[config.mk]
export PLATFORM = sky130hd
export DESIGN_NAME = input_selector_cfg_ctrl
export DESIGN_NICKNAME = d
export VERILOG_FILES = /design/src/rtl/input_selector_cfg_ctrl.sv
export SDC_FILE = /design/constraint.sdc
export NUM_CORES = 1
export LEC_CHECK = 0
export CAP_MARGIN = 20
export CORE_MARGIN = 3
export CORE_UTILIZATION = 40
export DETAILED_ROUTE_END_ITERATION = 6
export GPL_TIMING_DRIVEN = 0
export PLACE_DENSITY = 0.59
export SKIP_CTS_REPAIR_TIMING = 1
export SYNTH_ARGS = -nofsm -noshare
export SYNTH_HDL_FRONTEND = slang
export SYNTH_SLANG_ARGS = --single-unit
[constraint.sdc]
create_clock -name clk -period 18.2 [get_ports clk]
set_input_delay 2.73 -clock clk [delete_from_list [all_inputs] [get_ports clk]]
set_output_delay 2.73 -clock clk [all_outputs]
set_load 0.01 [all_outputs]
[src/rtl/input_selector_cfg_ctrl.sv]
// Configuration sequencer for input_selector_block: buffers host selector writes in a
// shadow bank and swaps them onto wSelec atomically behind a wBusy drain window.
module input_selector_cfg_ctrl #(
   parameter  int MAIN_INPUTS     = 16,
   parameter  int REGS_INPUTS     = 64,
   parameter  int OUTPUTS         = 4,
   parameter  int OUTPUTS_PER_BUS = 4,
   parameter  int DRAIN_CYCLES    = 2,
   localparam int MW              = $clog2(MAIN_INPUTS),
   localparam int RW              = $clog2(REGS_INPUTS),
   localparam int N_SEL           = OUTPUTS * OUTPUTS_PER_BUS,
   localparam int SEL_W           = RW + MW + 1,
   localparam int IW              = $clog2(N_SEL)
) (
   input  logic                   clk,
   input  logic                   reset,
   input  logic                   iCfgValid,
   output logic                   oCfgReady,
   input  logic [IW-1:0]          iCfgIndex,
   input  logic [SEL_W-1:0]       iCfgWord,
   input  logic                   iCommit,
   input  logic                   iHold,
   output logic                   wBusy,
   output logic [N_SEL*SEL_W-1:0] wSelec,
   output logic                   oCommitDone,
   output logic                   oDirty
);

   localparam int CW = (DRAIN_CYCLES > 1) ? $clog2(DRAIN_CYCLES) : 1;
   localparam logic [CW-1:0] CNT_INIT = CW'(DRAIN_CYCLES - 1);

   typedef enum logic [1:0] {
      IDLE   = 2'd0,
      DRAIN  = 2'd1,
      COMMIT = 2'd2
   } stateT;

   stateT                   state;
   logic [CW-1:0]           drainCnt;
   logic [N_SEL*SEL_W-1:0]  shadowBank;
   logic                    writeAcc;

   assign oCfgReady = (state == IDLE);
   assign writeAcc  = iCfgValid && oCfgReady;

   always_ff @(posedge clk or posedge reset) begin
      if (reset) begin
         state       <= IDLE;
         drainCnt    <= '0;
         shadowBank  <= '0;
         wSelec      <= '0;
         wBusy       <= 1'b0;
         oCommitDone <= 1'b0;
         oDirty      <= 1'b0;
      end else begin
         case (state)
            IDLE: begin
               // A write landing on the same edge as iCommit is part of that commit,
               // since the copy only happens at the end of DRAIN.
               if (writeAcc) begin
                  for (int i = 0; i < N_SEL; i++) begin
                     if (iCfgIndex == IW'(i)) shadowBank[i*SEL_W +: SEL_W] <= iCfgWord;
                  end
                  oDirty <= 1'b1;
               end
               if (iCommit) begin
                  state    <= DRAIN;
                  wBusy    <= 1'b1;
                  drainCnt <= CNT_INIT;
               end
            end
            DRAIN: begin
               if (!iHold) begin
                  if (drainCnt != '0) begin
                     drainCnt <= drainCnt - 1'b1;
                  end else begin
                     wSelec      <= shadowBank;
                     oDirty      <= 1'b0;
                     oCommitDone <= 1'b1;
                     state       <= COMMIT;
                  end
               end
            end
            COMMIT: begin
               wBusy       <= 1'b0;
               oCommitDone <= 1'b0;
               state       <= IDLE;
            end
            default: begin
               wBusy       <= 1'b0;
               oCommitDone <= 1'b0;
               state       <= IDLE;
            end
         endcase
      end
   end

endmodule

== After elaboration in Yosys (flattened, before gate mapping) ==
Index checks and enable logic that the tools add are counted.
Storage, ports and cells
  input bits: 20
  memories kept: 0
  word-level logic and storage cells: 89
  ROM bits: 0
  output and inout port bits: 180
  RAM bits: 0
  bits in latches: 0
  register bits after elaboration: 358
Operators by class
  bitwise logic cells: 4
  equality and inequality tests: 20
  add/sub/neg operators: 1
  shift-type cells: 0
  mux-type cells: 16
  reduce and logical (&&, ||, !) cells: 26
  div/mod/pow operators: 0
  order comparisons: 0
  $mul: 0
Operator list (number)
  3-bit AND reduction: 20
  4-bit == test, second input constant: 8
  4-bit by 3-bit == test with 1-bit output, second input constant: 4
  4-bit by 2-bit == test with 1-bit output, second input constant: 2
  1-bit 2-to-1 mux: 8
  1-bit one-hot mux with 2 select lines: 4
  2-bit 2-to-1 mux: 3
  4-bit by 1-bit == test with 1-bit output, second input constant: 1
  4-bit logical NOT: 1
  2-bit by 1-bit inequality test with 1-bit output, second input constant: 2
  2-bit inequality test, second input constant: 2
  1-bit inverter: 4
  2-bit one-hot mux with 2 select lines: 1
  4-bit AND reduction: 1
  2-bit by 1-bit == test with 1-bit output, second input constant: 1
  2-bit logical NOT: 1
  2-bit AND reduction: 1
  2-bit nonzero test: 1
  1-bit logical AND: 1
  1-bit subtractor, second input constant: 1

== Depth between registers and ports, before layout ==
Gate-level depths: netlist of run 1.
  depth after elaboration: 4
  mapped depth: 7
  gate-level depth less buffers: 3

== Worst setup path before layout of run 1 ==
OpenSTA, ideal clock, no wires.
  kind: input to register
  start point: in iCfgIndex[1]
  end point: reg shadowBank[88]
  setup slack: 14.067 ns
  cell stages on the path: 4
  arrival: 4.008 ns
  buffers on the path: 1
  library setup time: 0.125 ns
  required time: 18.075 ns
  path through: or4b_4 nor4b_4 buf_6 mux2_4
Between the ends
  longest elaborated chain between the ends: 2
RTL lines
  from (decl): line 19  | input logic [IW-1:0] iCfgIndex,
  4-bit == test: line 62  | if (iCfgIndex == IW'(i)) shadowBank[i*SEL_W +: SEL_W] <= iCfgWord;
  3-bit AND reduction (no line)
  to (signal, indexed assignment): line 62
  to (decl): line 40  | logic [N_SEL*SEL_W-1:0] shadowBank;
Every way passes these cells.
A chain may end at the register's enable or synchronous reset.

== Final worst setup path of run 1 ==
  start point: in iHold
  end point: reg wSelec[170]
Between the ends
  longest elaborated chain between the ends: 2
RTL lines
  from (decl): line 22  | input logic iHold,
  1-bit inverter (no line)
  3-bit AND reduction (no line)
  to (signal assigned): line 77  | wSelec <= shadowBank;
  to (decl): line 24  | output logic [N_SEL*SEL_W-1:0] wSelec,
Every way passes these cells.

==> results of run 1 <==
[power breakdown]
| part | switching, mW | total, mW | internal (mW) |
|---|---|---|---|
| Sequential | 0.179 | 1.33 | 1.15 |
| Combinational | 0.359 | 0.979 | 0.621 |
| Clock | 0.310 | 0.781 | 0.471 |
| Total | 0.847 | 3.09 | 2.24 |
[final timing paths]
| check | cells after the start | endpoint | start | slack, ns |
|---|---|---|---|---|
| max | 7 | wSelec[170] | iHold | 13.46 |
| min | 1 | oCommitDone | oCommitDone | 0.49 |
| max reg2reg | 7 | wSelec[170] | state[1] | 15.66 |
| min reg2reg | 1 | oCommitDone | oCommitDone | 0.49 |
| max in group asynchronous | 4 | wSelec[152] | reset | 14.25 |
| min in group asynchronous | 2 | wSelec[23] | reset | 2.68 |
[final cells by class]
type	count	area, sq um	share of cell area
Sequential cell	358	8960	0.515
Multi-Input combinational cell	392	4270	0.245
Timing Repair Buffer	200	2050	0.118
Clock buffer	62	1210	0.0697
Tap cell	442	553	0.0318
Buffer	52	269	0.0154
Clock inverter	7	75.1	0.00431
Inverter	4	22.5	0.00129
[kinds of logic after synthesis]
group                  Yosys count  synth area share
DFF                            358             0.663
muxes                          352             0.296
buffers and inverters           56            0.0210
and+or+nand+nor                 33            0.0166
AOI/OAI and AO/OA                7           0.00296
[critical path, delay by kind of cell]
kind	cells	cell delay [ns]
simple gates	2	0.33
buf+inv	4	1.69
mux	1	0.38
[cells in the final DEF (no fill, tap or decap), types with 3 or more instances in the layout]
cell type        instances
nand2_1                  6
clkdlybuf4s50_1        197
nand3_1                  3
dfrtp_1                358
nor2_1                  11
buf_16                   3
mux2_4                  10
clkbuf_1                27
clkinv_2                 4
buf_2                   26
mux2_2                 342
buf_4                    5
clkbuf_8                13
buf_6                    3
clkbuf_16               40
inv_1                    3
o21ai_0                  3
[routing by layer]
metal  GRT usage  wire length [microns]  up-vias
met5           0                      0        -
met4      0.0367                    449        0
met3      0.0496                   1990       37
met2       0.279                  14400      151
met1       0.245                  14300     3850
li1            -                      -     3331
[registers in the layout, summed over array words and instances (netlist names)]
signal,flops
wBusy,1
oDirty,1
state,2
wSelec,176
drainCnt,1
shadowBank,176
oCommitDone,1
==> report_table.html, run 1 <==
<table>
<tr><th>Metric</th><th>Value</th></tr>
<tr><th colspan="2">Run status</th></tr>
<tr><td>Run status</td><td>complete, no violations</td></tr>
<tr><th colspan="2">Yosys</th></tr>
<tr><td>Synthesized area per cell</td><td>between 15 and 20 sq um</td></tr>
<tr><td>Area share of the leading cell type in the synthesized netlist</td><td>0.663</td></tr>
<tr><td>Number of enable-type register cells in the synthesized netlist</td><td>0</td></tr>
<tr><td>Synth Warn #</td><td>0</td></tr>
<tr><td>Synth Cell Area</td><td>between 10000 and 15000 sq um</td></tr>
<tr><td>Post-synth top area cell</td><td>dfrtp_1</td></tr>
<tr><td>Leading cell types by total area after synthesis</td><td>dfrtp_1 66%, mux2_2 29%, mux2_4 1.1%, buf_2 0.96%, clkbuf_1 0.50%</td></tr>
<tr><td>Proportion of synthesized flip-flops having asynchronous set or reset</td><td>1.00</td></tr>
<tr><td>Syn Nets</td><td>826</td></tr>
<tr><td>Netlist cell types</td><td>26</td></tr>
<tr><td>Count leader, synth</td><td>dfrtp_1</td></tr>
<tr><td>Synthesized instance count</td><td>just over 800</td></tr>
<tr><td>Primary flip-flop cell chosen by synthesis mapping</td><td>dfrtp_1</td></tr>
<tr><td>Fraction of the yosys area taken by sequential cells</td><td>0.663</td></tr>
<tr><td>Total of flip-flops plus latches after synthesis</td><td>358</td></tr>
<tr><td>Most numerous cell types in the synthesized netlist</td><td>358 x dfrtp_1, 342 x mux2_2, 26 x buf_2</td></tr>
<tr><th colspan="2">Cells and area</th></tr>
<tr><td>Number of inserted filler cells in the final layout</td><td>between 2000 and 3000</td></tr>
<tr><td>Final std cells w/o fill</td><td>1517</td></tr>
<tr><td>Area growth, synth to finish</td><td>28.9%</td></tr>
<tr><td>Share of the core filled with cells</td><td>0.528</td></tr>
<tr><td>Final nets</td><td>about 1100</td></tr>
<tr><td>Fraction of layout instances using a drive strength above 1</td><td>0.423</td></tr>
<tr><td>Post-Layout Inst Area</td><td>roughly 17000 sq um</td></tr>
<tr><td>ANT cells</td><td>0</td></tr>
<tr><th colspan="2">Floorplan</th></tr>
<tr><td>Width of the chip</td><td>about 190 microns</td></tr>
<tr><td>Initial core utilization</td><td>0.410</td></tr>
<tr><td>Area of the core region</td><td>roughly 33000 sq um</td></tr>
<tr><td>Standard-cell rows</td><td>66</td></tr>
<tr><td>Die Span Y</td><td>190 microns</td></tr>
<tr><td>Overall die area</td><td>between 30000 and 40000 sq um</td></tr>
<tr><td>I/O pin count</td><td>200</td></tr>
<tr><th colspan="2">Clocking</th></tr>
<tr><td>CTS clock-pin slew for the worst setup and hold paths</td><td>0.06 ns</td></tr>
<tr><td>TritonCTS buffer count</td><td>39</td></tr>
<tr><td>Clock tree sinks</td><td>roughly 360</td></tr>
<tr><td>Clock latency reported for the late side of the worst-skew pair</td><td>roughly 0.53 ns</td></tr>
<tr><td>H-Tree Level Count</td><td>2</td></tr>
<tr><td>CTS tree</td><td>built</td></tr>
<tr><td>Longest Clk Path Bufs</td><td>3</td></tr>
<tr><td>Buffer type at the clock tree root</td><td>clkbuf_16</td></tr>
<tr><th colspan="2">Placement</th></tr>
<tr><td>Final Wtd Congestion</td><td>0.754</td></tr>
<tr><td>Detailed-placement wirelength estimate</td><td>around 20 mm</td></tr>
<tr><td>Dpl cell area</td><td>~16000 sq um</td></tr>
<tr><td>Post-Place Worst Slack</td><td>roughly 13 ns</td></tr>
<tr><td>Number of placed instances, taps included</td><td>between 1000 and 1500</td></tr>
<tr><td>Quantity of I/O buffers inserted on ports</td><td>197</td></tr>
<tr><th colspan="2">STA</th></tr>
<tr><td>Final clock skew</td><td>slightly below 0.02 ns</td></tr>
<tr><td>Fmax</td><td>0.211 GHz</td></tr>
<tr><td>Final min period</td><td>approximately 4.7 ns</td></tr>
<tr><td>RSZ-0062 raised after global routing</td><td>no</td></tr>
<tr><td>Hold Fails Final Rpt</td><td>0</td></tr>
<tr><td>Relative slew slack</td><td>0.346</td></tr>
<tr><td>Final Slew Violations</td><td>0</td></tr>
<tr><td>Total negative slack</td><td>0 ns</td></tr>
<tr><td>Post-route setup slack</td><td>13.46 ns</td></tr>
<tr><td>Actual slew at the worst max-slew pin</td><td>slightly below 1 ns</td></tr>
<tr><td>Post-Route Hold Slack</td><td>approximately 0.49 ns</td></tr>
<tr><td>Portion of the clock cycle consumed by the worst path in the final layout</td><td>0.260</td></tr>
<tr><td>Total setup violations reported at the end of the flow</td><td>0</td></tr>
<tr><th colspan="2">Global routing</th></tr>
<tr><td>Vias in the first global route</td><td>7901</td></tr>
<tr><td>Total grt overflow</td><td>0</td></tr>
<tr><td>Initial antenna violation count</td><td>1</td></tr>
<tr><td>First-pass GRT wire length</td><td>between 40 and 50 mm</td></tr>
<tr><td>Pin count of the biggest net entering global routing</td><td>roughly 120</td></tr>
<tr><td>GRT Total Usage</td><td>0.176</td></tr>
<tr><th colspan="2">Critical path</th></tr>
<tr><td>Type of the worst setup path</td><td>in2reg</td></tr>
<tr><td>Cell occurring most often along the worst timing path</td><td>clkbuf_1</td></tr>
<tr><td>Worst setup EP type</td><td>flop</td></tr>
<tr><td>Maximum single-stage delay on the critical path</td><td>about 0.57 ns</td></tr>
<tr><td>Cells along the critical path</td><td>clkdlybuf4s50_1, nor2_1, and3_1, clkbuf_1, clkbuf_1, buf_2, mux2_2</td></tr>
<tr><td>Critical Path Start Type</td><td>primary input</td></tr>
<tr><td>Critical Path AT</td><td>5.14 ns</td></tr>
<tr><td>Worst-path cell with the longest stage delay</td><td>clkbuf_1</td></tr>
<tr><td>Worst Path Max Fanout</td><td>10</td></tr>
<tr><td>Data required time of the critical path</td><td>around 19 ns</td></tr>
<tr><th colspan="2">Power</th></tr>
<tr><td>Power density cells</td><td>~180 nW/um^2</td></tr>
<tr><td>Maximum vdd ir drop</td><td>0.0877 mV</td></tr>
<tr><td>Lkg Pwr</td><td>8.04 nW</td></tr>
<tr><td>Post-layout total power</td><td>3.09 mW</td></tr>
<tr><th colspan="2">Route</th></tr>
<tr><td>Iter 0 DRT Violations</td><td>253</td></tr>
<tr><td>Vias per Instance</td><td>around 4.9</td></tr>
<tr><td>Routed length per placed instance</td><td>between 20 and 25 microns</td></tr>
<tr><td>Remaining antenna violation count</td><td>0</td></tr>
<tr><td>Number of remaining DRC errors</td><td>0</td></tr>
<tr><td>Total routed wirelength</td><td>~31 mm</td></tr>
<tr><td>Number of search-and-repair iterations in the first detailed-routing pass</td><td>4</td></tr>
<tr><td>Vias</td><td>between 7000 and 8000</td></tr>
<tr><th colspan="2">Job</th></tr>
<tr><td>Maximum Capacitance Violations</td><td>0</td></tr>
<tr><th colspan="2">Min path</th></tr>
<tr><td>Hold crit path type</td><td>reg2reg</td></tr>
</table>
Power figures use the tool's default switching activity.
==> run 2, diff against run 1 <==
--- a/config.mk
+++ b/config.mk
@@ -10,7 +10,7 @@
 export CORE_UTILIZATION = 40
 export DETAILED_ROUTE_END_ITERATION = 6
 export GPL_TIMING_DRIVEN = 0
-export PLACE_DENSITY = 0.59
+export PLACE_DENSITY = 0.61
 export SKIP_CTS_REPAIR_TIMING = 1
 export SYNTH_ARGS = -nofsm -noshare
 export SYNTH_HDL_FRONTEND = slang
==> constraint.sdc (replaced) <==
create_clock -name clk -period 4 [get_ports clk]
set_input_delay 0.6 -clock clk [delete_from_list [all_inputs] [get_ports clk]]
set_output_delay 0.6 -clock clk [all_outputs]
set_load 0.01 [all_outputs]
==> report_table.html, run 2 (synthesized netlist as in run 1, its figures left out) <==
<table>
<tr><th>Metric</th><th>Value</th></tr>
<tr><th colspan="2">Run status</th></tr>
<tr><td>Run status</td><td>complete, no violations</td></tr>
<tr><th colspan="2">Placement</th></tr>
<tr><td>Post-Place Worst Slack</td><td>just under 0.9 ns</td></tr>
<tr><td>Final Wtd Congestion</td><td>roughly 0.70</td></tr>
<tr><td>Quantity of I/O buffers inserted on ports</td><td>197</td></tr>
<tr><td>Detailed-placement wirelength estimate</td><td>around 21 mm</td></tr>
<tr><th colspan="2">Floorplan</th></tr>
<tr><td>I/O pin count</td><td>200</td></tr>
<tr><td>Initial core utilization</td><td>0.410</td></tr>
<tr><td>Die Span Y</td><td>190 microns</td></tr>
<tr><td>Area of the core region</td><td>approximately 33000 sq um</td></tr>
<tr><td>Standard-cell rows</td><td>between 60 and 70</td></tr>
<tr><td>Width of the chip</td><td>about 190 microns</td></tr>
<tr><td>Overall die area</td><td>between 30000 and 40000 sq um</td></tr>
<tr><th colspan="2">Critical path</th></tr>
<tr><td>Cell occurring most often along the worst timing path</td><td>clkbuf_1</td></tr>
<tr><td>Critical Path Start Type</td><td>primary input</td></tr>
<tr><td>Buffers and inverters on the worst path</td><td>4</td></tr>
<tr><td>Worst setup EP type</td><td>flop</td></tr>
<tr><td>Data required time of the critical path</td><td>between 4 and 5 ns</td></tr>
<tr><td>Worst Path Max Fanout</td><td>10</td></tr>
<tr><td>Worst-path cell with the longest stage delay</td><td>clkbuf_1</td></tr>
<tr><td>Largest delay share family, worst path</td><td>buffers and inverters</td></tr>
<tr><td>Critical Path AT</td><td>~2.9 ns</td></tr>
<tr><td>Cells along the critical path</td><td>clkdlybuf4s50_1, nor2_1, and3_1, clkbuf_1, clkbuf_1, buf_2, mux2_2</td></tr>
<tr><td>Type of the worst setup path</td><td>in2reg</td></tr>
<tr><td>Maximum single-stage delay on the critical path</td><td>roughly 0.50 ns</td></tr>
<tr><th colspan="2">Cells and area</th></tr>
<tr><td>Register area</td><td>8960 sq um</td></tr>
<tr><td>Top library cells by usage in the layout, fill and taps aside</td><td>358 x dfrtp_1, 342 x mux2_2, 197 x clkdlybuf4s50_1</td></tr>
<tr><td>Number of inserted filler cells in the final layout</td><td>2735</td></tr>
<tr><td>Area growth, synth to finish</td><td>29.2%</td></tr>
<tr><td>Most common library cell in the layout ignoring fill and taps</td><td>dfrtp_1</td></tr>
<tr><td>Regs by FF count</td><td>shadowBank: 176 flops, wSelec: 176 flops, state: 2 flops</td></tr>
<tr><td>Final nets</td><td>1074</td></tr>
<tr><td>Multi-input combinational cell area</td><td>~4300 sq um</td></tr>
<tr><td>Fraction of layout instances using a drive strength above 1</td><td>0.420</td></tr>
<tr><th colspan="2">STA</th></tr>
<tr><td>Post-route setup slack</td><td>approximately 1.5 ns</td></tr>
<tr><td>Portion of the clock cycle consumed by the worst path in the final layout</td><td>0.630</td></tr>
<tr><td>Final Slew Violations</td><td>0</td></tr>
<tr><td>Relative slew slack</td><td>0.337</td></tr>
<tr><td>Hold Fails Final Rpt</td><td>0</td></tr>
<tr><td>Actual slew at the worst max-slew pin</td><td>~0.99 ns</td></tr>
<tr><td>Final min period</td><td>between 2 and 3 ns</td></tr>
<tr><td>Final clock skew</td><td>0.0225 ns</td></tr>
<tr><td>Post-Route Hold Slack</td><td>0.470 ns</td></tr>
<tr><td>Total setup violations reported at the end of the flow</td><td>0</td></tr>
<tr><td>RSZ-0062 raised after global routing</td><td>no</td></tr>
<tr><td>Fmax</td><td>between 0.3 and 0.4 GHz</td></tr>
<tr><th colspan="2">Clocking</th></tr>
<tr><td>Clock latency reported for the late side of the worst-skew pair</td><td>~0.52 ns</td></tr>
<tr><td>TritonCTS buffer count</td><td>39</td></tr>
<tr><td>Longest Clk Path Bufs</td><td>3</td></tr>
<tr><td>H-Tree Level Count</td><td>2</td></tr>
<tr><td>Buffer type at the clock tree root</td><td>clkbuf_16</td></tr>
<tr><td>Clock tree sinks</td><td>358</td></tr>
<tr><td>CTS tree</td><td>built</td></tr>
<tr><td>CTS clock-pin slew for the worst setup and hold paths</td><td>~0.060 ns</td></tr>
<tr><th colspan="2">Global routing</th></tr>
<tr><td>Initial antenna violation count</td><td>4</td></tr>
<tr><td>Total grt overflow</td><td>0</td></tr>
<tr><td>Pin count of the biggest net entering global routing</td><td>44</td></tr>
<tr><td>Vias in the first global route</td><td>around 7700</td></tr>
<tr><td>GRT Total Usage</td><td>0.176</td></tr>
<tr><td>First-pass GRT wire length</td><td>between 40 and 50 mm</td></tr>
<tr><th colspan="2">Job</th></tr>
<tr><td>Maximum Capacitance Violations</td><td>0</td></tr>
<tr><th colspan="2">Power</th></tr>
<tr><td>Maximum vdd ir drop</td><td>roughly 0.42 mV</td></tr>
<tr><td>Power density cells</td><td>796 nW/um^2</td></tr>
<tr><td>Lkg Pwr</td><td>between 8 and 9 nW</td></tr>
<tr><th colspan="2">Route</th></tr>
<tr><td>Number of search-and-repair iterations in the first detailed-routing pass</td><td>4</td></tr>
<tr><td>Number of remaining DRC errors</td><td>0</td></tr>
<tr><td>Total routed wirelength</td><td>~31 mm</td></tr>
<tr><td>Routed length per placed instance</td><td>~20 microns</td></tr>
<tr><td>Vias</td><td>~7400</td></tr>
<tr><td>Remaining antenna violation count</td><td>0</td></tr>
<tr><td>Vias per Instance</td><td>4.88</td></tr>
<tr><td>Iter 0 DRT Violations</td><td>roughly 280</td></tr>
<tr><th colspan="2">Min path</th></tr>
<tr><td>Hold crit path type</td><td>in2async</td></tr>
</table>
[run 2: changes by cell type in the layout (fill, tap and decap cells not counted)]
| cell | change |
|---|---|
| diode_2 | +1 |
| inv_6 | -1 |
| buf_12 | +10 |
| clkbuf_16 | -1 |
| clkbuf_1 | +6 |
| clkinv_8 | +1 |
| clkinv_2 | -3 |
| clkbuf_8 | -5 |
| clkinvlp_4 | +2 |
| buf_16 | -3 |
| inv_8 | -1 |
[run 2: final cells by class]
class	count	area share
flip-flops and latches	358	0.513
multi-input cells	392	0.244
repair buffers	207	0.124
clock buffers	62	0.0654
well taps	442	0.0317
plain buffers	52	0.0154
clock inverters	5	0.00430
inverters	4	0.00108
diodes	1	0.000143
[run 2: final timing paths]
| kind | endpoint | start | cells after the start | slack, ns |
|---|---|---|---|---|
| min reg2reg | wSelec[97] | shadowBank[97] | 1 | 0.49 |
| max | wSelec[16] | iHold | 7 | 1.48 |
| min in group clk | wSelec[97] | shadowBank[97] | 1 | 0.49 |
| min | wSelec[23] | reset | 2 | 0.47 |
| max in group asynchronous | wSelec[158] | reset | 5 | 2.43 |
| max reg2reg | wSelec[16] | state[1] | 7 | 1.56 |
[run 2: metal layers]
| metal | track usage | part of all wire | vias to the layer above | wire, microns |
|---|---|---|---|---|
| met3 | 0.0416 | 0.051 | 50 | 1580 |
| met2 | 0.288 | 0.48 | 145 | 14900 |
| met5 | 0 | 0.00071 | - | 22 |
| li1 | - | - | 3340 | - |
| met1 | 0.239 | 0.45 | 3892 | 14100 |
| met4 | 0.0407 | 0.017 | 4 | 541 |
[run 2: where the power goes]
group	switching (mW)	leakage, nW	total (mW)	internal, mW
registers	0.824	4.67	6.04	5.22
logic	1.62	2.79	4.46	2.84
clock network	1.38	0.588	3.40	2.02
total	3.83	8.04	13.9	10.1
[run 2: stage by stage]
stage	setup TNS (ns)	power (mW)	cell area, sq um	utilization	cells
2_1_floorplan	-500.59	8.29	13500	-	806
3_3_place_gp	-1375.60	10.5	16000	0.487	1445
3_5_place_dp	0	10.6	16200	0.493	1455
4_1_cts	0	14.1	17500	0.530	1522
5_1_grt	0	14.7	17500	0.530	1522
6_report	0	13.9	17500	0.530	1523
==> run 3, diff against run 2 <==
==> constraint.sdc (replaced) <==
create_clock -name clk -period 2.2 [get_ports clk]
set_input_delay 0.33 -clock clk [delete_from_list [all_inputs] [get_ports clk]]
set_output_delay 0.33 -clock clk [all_outputs]
set_load 0.01 [all_outputs]
==> report_table.html, run 3 (synthesized netlist as in run 1, its figures left out) <==
<table>
<tr><th>Metric</th><th>Value</th></tr>
<tr><th colspan="2">Floorplan</th></tr>
<tr><td>Standard-cell rows</td><td>66</td></tr>
<tr><td>Die Span Y</td><td>roughly 190 microns</td></tr>
<tr><td>Area of the core region</td><td>around 33000 sq um</td></tr>
<tr><td>Width of the chip</td><td>around 190 microns</td></tr>
<tr><td>Initial core utilization</td><td>0.410</td></tr>
<tr><td>Overall die area</td><td>between 30000 and 40000 sq um</td></tr>
<tr><td>I/O pin count</td><td>200</td></tr>
<tr><th colspan="2">Route</th></tr>
<tr><td>Remaining antenna violation count</td><td>0</td></tr>
<tr><td>Iter 0 DRT Violations</td><td>~240</td></tr>
<tr><td>Number of remaining DRC errors</td><td>0</td></tr>
<tr><td>Routed length per placed instance</td><td>~20 microns</td></tr>
<tr><td>Vias</td><td>roughly 7400</td></tr>
<tr><td>Total routed wirelength</td><td>a little over 30 mm</td></tr>
<tr><td>Number of search-and-repair iterations in the first detailed-routing pass</td><td>4</td></tr>
<tr><td>Vias per Instance</td><td>4.88</td></tr>
<tr><th colspan="2">Critical path</th></tr>
<tr><td>Worst-path cell with the longest stage delay</td><td>or4b_4</td></tr>
<tr><td>FF-to-FF End</td><td>shadowBank[150]</td></tr>
<tr><td>Maximum single-stage delay on the critical path</td><td>approximately 0.6 ns</td></tr>
<tr><td>Data required time of the critical path</td><td>between 2 and 3 ns</td></tr>
<tr><td>Critical Path AT</td><td>2.47 ns</td></tr>
<tr><td>Setup crit start</td><td>state[0]</td></tr>
<tr><td>RR Startpoint</td><td>state[0]</td></tr>
<tr><td>Cells along the critical path</td><td>buf_6, or4b_4, nor2_1, buf_4, mux2_2</td></tr>
<tr><td>Register-to-register setup slack</td><td>between 0.1 and 0.15 ns</td></tr>
<tr><td>Worst setup EP type</td><td>flop</td></tr>
<tr><td>Type of the worst setup path</td><td>reg2reg</td></tr>
<tr><td>Worst Path Max Fanout</td><td>10</td></tr>
<tr><td>Critical Path Start Type</td><td>flop</td></tr>
<tr><td>Worst reg2reg path depth</td><td>5</td></tr>
<tr><th colspan="2">STA</th></tr>
<tr><td>Total negative slack</td><td>0 ns</td></tr>
<tr><td>Relative slew slack</td><td>0.345</td></tr>
<tr><td>Final min period</td><td>2.09 ns</td></tr>
<tr><td>Portion of the clock cycle consumed by the worst path in the final layout</td><td>0.949</td></tr>
<tr><td>Actual slew at the worst max-slew pin</td><td>0.983 ns</td></tr>
<tr><td>Final Slew Violations</td><td>0</td></tr>
<tr><td>Hold Fails Final Rpt</td><td>0</td></tr>
<tr><td>Post-route setup slack</td><td>0.112 ns</td></tr>
<tr><td>Total setup violations reported at the end of the flow</td><td>0</td></tr>
<tr><td>Final clock skew</td><td>between 0.02 and 0.025 ns</td></tr>
<tr><td>Fmax</td><td>~0.48 GHz</td></tr>
<tr><td>RSZ-0062 raised after global routing</td><td>no</td></tr>
<tr><th colspan="2">Run status</th></tr>
<tr><td>Run status</td><td>complete, no violations</td></tr>
<tr><th colspan="2">Global routing</th></tr>
<tr><td>Pin count of the biggest net entering global routing</td><td>44</td></tr>
<tr><td>First-pass GRT wire length</td><td>about 48 mm</td></tr>
<tr><td>Total grt overflow</td><td>0</td></tr>
<tr><td>GRT Total Usage</td><td>0.176</td></tr>
<tr><td>Initial antenna violation count</td><td>4</td></tr>
<tr><td>Vias in the first global route</td><td>approximately 7700</td></tr>
<tr><th colspan="2">Clocking</th></tr>
<tr><td>Longest Clk Path Bufs</td><td>3</td></tr>
<tr><td>CTS clock-pin slew for the worst setup and hold paths</td><td>around 0.060 ns</td></tr>
<tr><td>TritonCTS buffer count</td><td>39</td></tr>
<tr><td>CTS tree</td><td>built</td></tr>
<tr><td>Buffer type at the clock tree root</td><td>clkbuf_16</td></tr>
<tr><td>Clock latency reported for the late side of the worst-skew pair</td><td>0.52 ns</td></tr>
<tr><td>Clock tree sinks</td><td>about 360</td></tr>
<tr><td>H-Tree Level Count</td><td>2</td></tr>
<tr><th colspan="2">Cells and area</th></tr>
<tr><td>Area growth, synth to finish</td><td>29.4%</td></tr>
<tr><td>Top library cells by usage in the layout, fill and taps aside</td><td>358 x dfrtp_1, 342 x mux2_2, 197 x clkdlybuf4s50_1</td></tr>
<tr><td>Most common library cell in the layout ignoring fill and taps</td><td>dfrtp_1</td></tr>
<tr><td>Fraction of layout instances using a drive strength above 1</td><td>0.423</td></tr>
<tr><td>Final nets</td><td>about 1100</td></tr>
<tr><td>Post-Layout Inst Area</td><td>17500 sq um</td></tr>
<tr><td>Regs by FF count</td><td>shadowBank: 176 flops, wSelec: 176 flops, state: 2 flops</td></tr>
<tr><th colspan="2">Power</th></tr>
<tr><td>Power density cells</td><td>between 1000 and 1500 nW/um^2</td></tr>
<tr><td>Maximum vdd ir drop</td><td>0.759 mV</td></tr>
<tr><td>Post-layout total power</td><td>around 25 mW</td></tr>
<tr><td>Lkg Pwr</td><td>approximately 8.0 nW</td></tr>
<tr><th colspan="2">Placement</th></tr>
<tr><td>Dpl cell area</td><td>around 16000 sq um</td></tr>
<tr><td>Final Wtd Congestion</td><td>~0.7</td></tr>
<tr><td>Quantity of I/O buffers inserted on ports</td><td>around 200</td></tr>
<tr><td>Post-Place Worst Slack</td><td>-0.641 ns</td></tr>
<tr><td>Detailed-placement wirelength estimate</td><td>about 21 mm</td></tr>
<tr><th colspan="2">Min path</th></tr>
<tr><td>Hold crit path type</td><td>in2async</td></tr>
<tr><th colspan="2">Job</th></tr>
<tr><td>Maximum Capacitance Violations</td><td>0</td></tr>
</table>
[run 3: worst max-delay path by stage]
stage	endpoint	slack, ns
final	shadowBank[150]	0.11
after floorplan	drainCnt	-2.93
after global routing	oCfgReady	0.01
after detailed placement	wSelec[5]	-0.64
after global placement	wSelec[168]	-5.41
after CTS	wSelec[169]	-0.33
[run 3: layer usage]
metal / wire (microns) / vias to the layer above / global-route usage / part of all wire
li1: - / 3342 / - / -
met1: 14000 / 3875 / 0.239 / 0.45
met2: 14900 / 156 / 0.288 / 0.48
met3: 1670 / 54 / 0.0416 / 0.054
met4: 559 / 4 / 0.0407 / 0.018
met5: 22 / - / 0 / 0.00071
[run 3: critical path, delay by kind of cell, from the launching register on]
kind / cells / cell delay [ns]
and+or+nand+nor: 2 / 0.84
buffers and inverters: 2 / 0.41
DFF: 1 / 0.37
muxes: 1 / 0.35
[run 3: area by class of cell]
class | instances | area [sq um]
antenna | 2 | 5.00
buffer | 51 | 277
clock buffer | 62 | 1140
clock inverter | 5 | 75.1
fill | 2731 | 15500
inverter | 4 | 18.8
multi-input combinational | 392 | 4270
sequential | 358 | 8960
tap | 442 | 553
timing repair buffer | 207 | 2170
[run 3: through the flow]
stage / util / instances / hold slack, ns
CTS: 0.530 / 1522 / 0.204
global route: 0.530 / 1521 / 0.225
global placement: 0.487 / 1445 / 0.467
floorplan: - / 806 / 0.447
detailed placement: 0.493 / 1455 / 0.473
finish: 0.530 / 1523 / 0.201
[run 3: where the power goes]
part | internal (mW) | switching (mW)
registers | 9.49 | 1.50
clock network | 3.67 | 2.50
logic | 5.17 | 2.95
total | 18.3 | 6.95
